[src/rtl/resp_queue.sv]
// Multi-source response byte queue feeding UART_tx: per-source capture slots, lowest-index
// arbitration into a FIFO, and a 3-state transmit handshake. RESP_OVF_CNT_EN adds ovf_cnt.

module resp_src_slot #(
  parameter int DATA_W = 8
) (
  input  logic              clk,
  input  logic              rst,
  input  logic              clr,
  input  logic              req,
  input  logic [DATA_W-1:0] code,
  input  logic              enq,
  output logic              pend,
  output logic [DATA_W-1:0] code_q,
  output logic              drop
);
  // A request is only refused when the slot is still occupied and not draining this cycle.
  assign drop = req && pend && !enq && !clr;

  always_ff @(posedge clk or posedge rst) begin
    if (rst) begin
      pend   <= 1'b0;
      code_q <= '0;
    end else if (clr) begin
      pend   <= 1'b0;
    end else if (req && (!pend || enq)) begin
      pend   <= 1'b1;
      code_q <= code;
    end else if (enq) begin
      pend   <= 1'b0;
    end
  end
endmodule

module resp_queue #(
  parameter int NUM_SRC = 4,
  parameter int DEPTH   = 8,
  parameter int DATA_W  = 8
) (
  input  logic                      clk,
  input  logic                      rst,
  input  logic                      clr,
  input  logic [NUM_SRC-1:0]        src_req,
  input  logic [NUM_SRC*DATA_W-1:0] src_code,
  output logic                      trmt,
  output logic [DATA_W-1:0]         tx_data,
  input  logic                      tx_done,
  output logic                      busy,
  output logic                      empty,
  output logic                      full,
  output logic                      ovf
`ifdef RESP_OVF_CNT_EN
  ,
  output logic [7:0]                ovf_cnt
`endif
);
  localparam int AW = $clog2(DEPTH);

  typedef enum logic [1:0] {IDLE, LOAD, WAIT_DONE} state_t;

  logic [NUM_SRC-1:0]             pend, enq_sel, low, drop;
  logic [NUM_SRC-1:0][DATA_W-1:0] codes;
  logic [DATA_W-1:0]              wr_data;
  logic [AW:0]                    wr_ptr, rd_ptr, count;
  logic [DATA_W-1:0]              mem [DEPTH];
  logic                           push, pop;
  state_t                         state_q, state_d;
  logic                           trmt_d;
  logic [DATA_W-1:0]              tx_data_d;

  for (genvar i = 0; i < NUM_SRC; i++) begin : g_slot
    resp_src_slot #(.DATA_W(DATA_W)) u_slot (
      .clk    (clk),
      .rst    (rst),
      .clr    (clr),
      .req    (src_req[i]),
      .code   (src_code[i*DATA_W +: DATA_W]),
      .enq    (enq_sel[i]),
      .pend   (pend[i]),
      .code_q (codes[i]),
      .drop   (drop[i])
    );
  end

  // Two's-complement trick isolates the lowest pending source.
  assign low     = pend & (~pend + 1'b1);
  assign count   = wr_ptr - rd_ptr;
  assign full    = (count == (AW+1)'(DEPTH));
  assign empty   = (count == '0);
  assign push    = (|pend) && (!full || pop);
  assign enq_sel = push ? low : '0;
  assign busy    = (state_q != IDLE);

  always_comb begin
    wr_data = '0;
    for (int i = 0; i < NUM_SRC; i++)
      if (low[i]) wr_data = codes[i];
  end

  always_ff @(posedge clk) begin
    if (push) mem[wr_ptr[AW-1:0]] <= wr_data;
  end

  always_ff @(posedge clk or posedge rst) begin
    if (rst) begin
      wr_ptr <= '0;
      rd_ptr <= '0;
    end else if (clr) begin
      wr_ptr <= '0;
      rd_ptr <= '0;
    end else begin
      if (push) wr_ptr <= wr_ptr + 1'b1;
      if (pop)  rd_ptr <= rd_ptr + 1'b1;
    end
  end

  always_comb begin
    state_d   = state_q;
    trmt_d    = 1'b0;
    tx_data_d = tx_data;
    pop       = 1'b0;
    case (state_q)
      IDLE: if (!empty) begin
        pop       = 1'b1;
        tx_data_d = mem[rd_ptr[AW-1:0]];
        trmt_d    = 1'b1;
        state_d   = LOAD;
      end
      LOAD:      state_d = WAIT_DONE;
      WAIT_DONE: if (tx_done) state_d = IDLE;
      default:   state_d = IDLE;
    endcase
  end

  // tx_data survives clr so a byte already handed to the UART stays stable.
  always_ff @(posedge clk or posedge rst) begin
    if (rst) begin
      state_q <= IDLE;
      trmt    <= 1'b0;
      tx_data <= '0;
    end else if (clr) begin
      state_q <= IDLE;
      trmt    <= 1'b0;
    end else begin
      state_q <= state_d;
      trmt    <= trmt_d;
      tx_data <= tx_data_d;
    end
  end

  always_ff @(posedge clk or posedge rst) begin
    if (rst)        ovf <= 1'b0;
    else if (|drop) ovf <= 1'b1;
  end

`ifdef RESP_OVF_CNT_EN
  logic [7:0] drop_n;
  logic [8:0] cnt_sum;

  always_comb begin
    drop_n = '0;
    for (int i = 0; i < NUM_SRC; i++) drop_n = drop_n + 8'(drop[i]);
  end

  assign cnt_sum = {1'b0, ovf_cnt} + {1'b0, drop_n};

  always_ff @(posedge clk or posedge rst) begin
    if (rst) ovf_cnt <= '0;
    else     ovf_cnt <= cnt_sum[8] ? 8'hFF : cnt_sum[7:0];
  end
`endif
endmodule

[config.mk]
export PLATFORM = sky130hd
export DESIGN_NAME = resp_queue
export DESIGN_NICKNAME = d
export VERILOG_FILES = /design/src/rtl/resp_queue.sv
export SDC_FILE = /design/constraint.sdc
export NUM_CORES = 1
export LEC_CHECK = 0
export ABC_AREA = 1
export CORE_AREA = 2 2 118 109
export CTS_CLUSTER_DIAMETER = 100
export DETAILED_ROUTE_END_ITERATION = 7
export DIE_AREA = 0 0 120 111
export HOLD_SLACK_MARGIN = 0.06
export PLACE_DENSITY = 0.71
export SYNTH_ARGS = -nofsm -noshare
export SYNTH_HDL_FRONTEND = slang
export SYNTH_HIERARCHICAL = 1
export SYNTH_SLANG_ARGS = --single-unit
[constraint.sdc]
create_clock -name clk -period 3.9 [get_ports clk]
set_input_delay 0.78 -clock clk [delete_from_list [all_inputs] [get_ports clk]]
set_output_delay 0.78 -clock clk [all_outputs]
set_load 0.005 [all_outputs]
==> impl_metrics.yaml <==
global_route:
  grt_pass1_wl_um: 19800
  grt_pass1_vias: 4058
  grt_overflow_total: 0
  grt_max_degree: 37
  grt_use_total_pct: 19.3
  antenna_found_initial: 0
critical_path:
  r2r-start: "rd_ptr[2]$_DFFE_PP0P_"
  worst_setup_path_start_kind: "flip-flop"
  worst-setup-path-type: "flip-flop to output port"
  cp-end-kind: "output port"
  crit_start: "rd_ptr[2]$_DFFE_PP0P_"
  required_ns: 3.12
  arrival_ns: 2.71
  worstPathMaxFanout: 12
routing:
  post_drt_wl_per_cell_um: 15.2
  wl_um: 12200
  vias: 4150
  drcViolationCount: 0
  dr.pass1.iters: 6
  viasPerCell: 5.19
  final_antenna_net_count: 0
  drtIter0Drc: 331
place:
  placed_cells: 768
  finalWeightedCongestion: 0.860
  pre_cts_ws_ns: 0.825
  dp_hpwl_um: 8460
  place_area_mm2: 0.00612
  io_buffer_count: 52
clocking:
  hold_buffers: 0
  insertion_delay_ns: 0.41
  cts-buffers-inserted: 17
  cts-root-buf: "clkbuf_16"
  cts_tree: "built"
  clock-sinks: 120
  cts_setup_buffers: 0
  clockBufferDepth: 2
  cts_htree_levels: 4
  cts-resized-gates: 0
  clk_pin_slew_ns: 0.05
logic_synthesis:
  syn-num-nets: 610
  synth_fa_ha_area_share_pct: 1.15
  syn-cell-area_mm2: 0.00546
  synth_top_family_by_area: "simple AND/OR/NAND/NOR gates"
  ys_seq_elements: 120
  synth_cells: 565
  synth-compound-area-share_pct: 5.05
  synth_area_per_cell_um2: 9.66
  synth-simple-area-share_pct: 27.2
  ys_types: 31
  yosysWarnings: 6
  synth_xor_area_share_pct: 0.642
  synth_sequential_area_ratio_pct: 60.9
  muxShareOfSynthArea_pct: 0
floorplanning:
  fp.dieH_um: 111
  num_io_pins: 53
  start_util_pct: 44.5
  row_count: 39
  dieArea_mm2: 0.0133
  die_x_um: 120
  coreArea_mm2: 0.0122
flow_run:
  cap_violations: 0
power_and_ir_drop:
  leakagePower_nw: 2.90
  power_mw: 4.70
  vdd_drop_max_mv: 0.345
  powerDensity_mw_per_mm2: 702
cells_and_area:
  areaGrowthSynthToFinish_pct: 22.7
  antenna_cells: 0
  final_core_util_pct: 54.7
  layout-drive-gt1-share_pct: 11.0
  fin_area_mm2: 0.00669
  stdcell_count: 800
  nNetsFinal: 668
timing:
  period_needed_ns: 3.49
  clock_skew_ns: 0.00927
  fin_ws_ns: 0.414
  whs_ns: 0.469
  timing.fmax_mhz: 287
  finalCritPeriodShare_pct: 89.4
  finalSetupTns_ns: 0
  setup_viol: 0
  rsz0062_at_grt: "false"
  relSlewSlack_pct: 37.5
  finalHoldViolCount: 0
  maxSlewViolCount: 0
  worst_pin_slew_ns: 0.937
status:
  status: "finished, final reports clean"
min_path:
  min_from: "tx_data[7]$_DFFE_PP0P_"
  hold_path.class: "flip-flop to flip-flop"
synth_stat cells, drive strengths merged:
master | n | area (um2)
dfrtp | 56 | 1400
nand2 | 164 | 681
buf | 17 | 111
ha | 5 | 62.6
o21ai | 50 | 250
nand3 | 67 | 358
xor2 | 4 | 35.0
or2 | 1 | 8.76
edfxtp | 64 | 1920
and3 | 1 | 6.26
clkbuf | 5 | 20.0
nand3b | 1 | 7.51
a21oi | 5 | 25.0
nor3 | 12 | 65.1
inv | 35 | 131
nand4 | 12 | 75.1
nor2 | 63 | 284
clkinv | 3 | 11.3
cell type report:
cell class / count / area (um2)
repair buffers: 61 / 588
clock buffers: 17 / 425
multi-input cells: 385 / 1860
inverters: 38 / 143
fillers: 1052 / 5550
clock inverters: 15 / 151
well taps: 164 / 205
flip-flops and latches: 120 / 3320
sequential cells by signal, indices dropped and copies added (netlist names):
signal and flops:
wr_ptr 4, g_slot.u_slot/code_q 32, trmt 1, rd_ptr 4, state_q 2, g_slot.u_slot/pend 4
tx_data 8, ovf 1, mem 64
final timing paths:
check	to	slack, ns	cells past startpoint
max reg2reg	mem[6][2]$_DFFE_PP_	1.06	8
min in group asynchronous	g_slot[0].u_slot/pend$_DFFE_PP0P_	0.78	2
min	tx_data[7]$_DFFE_PP0P_	0.47	2
max in group asynchronous	rd_ptr[2]$_DFFE_PP0P_	2.39	2
max	empty	0.41	7
min reg2reg	tx_data[7]$_DFFE_PP0P_	0.47	2
kinds of logic after synthesis:
group                      Yosys count
DFF                                120
AOI/OAI and AO/OA                   55
buffers and inverters               60
adders and majority gates            5
and+or+nand+nor                    321
xor gates and xnor gates             4
placed cells by master, fill, tap and decap left out:
| cell | instances |
|---|---|
| edfxtp_1 | 64 |
| o21ai_1 | 4 |
| clkbuf_16 | 17 |
| clkinv_1 | 5 |
| nand4_1 | 12 |
| nand3b_1 | 1 |
| nor2_1 | 56 |
| o21ai_0 | 46 |
| clkinv_4 | 4 |
| or2_4 | 1 |
| and3_1 | 1 |
| clkdlybuf4s50_1 | 52 |
| nor3_2 | 1 |
| buf_4 | 9 |
| inv_6 | 3 |
| a21oi_1 | 5 |
| nor2_4 | 6 |
| clkinvlp_4 | 1 |
| nor2_2 | 1 |
| clkinv_2 | 3 |
| nand3_4 | 1 |
| nor3_1 | 11 |
| dfrtp_1 | 56 |
| nand2_1 | 150 |
| nand3_1 | 64 |
| xor2_1 | 4 |
| ha_1 | 5 |
| nand2_2 | 8 |
| inv_1 | 30 |
| nand3_2 | 2 |
| inv_2 | 5 |
| nand2_4 | 6 |
| bufinv_16 | 2 |
routing by layer:
layer	vias up	GRT usage, %	wire length, um
met5	-	0	0
met2	158	30.6	6050
met1	1949	25.2	5100
met3	25	5.97	765
met4	0	7.06	253
li1	2018	-	-
worst max-delay path: stages, from the launching register on:
cell	delay, ns
dfrtp_1	0.54
clkinv_1	0.32
ha_1	0.39
or2_4	0.25
nand3_2	0.10
nand2_4	0.08
nor2_4	0.11
clkdlybuf4s50_1	0.51
where the power goes:
group | internal (mW) | total (mW) | switching (mW)
registers | 1.64 | 1.76 | 0.117
logic | 0.512 | 1.43 | 0.920
clock network | 0.940 | 1.51 | 0.568
(Power assumes the default switching activity.)
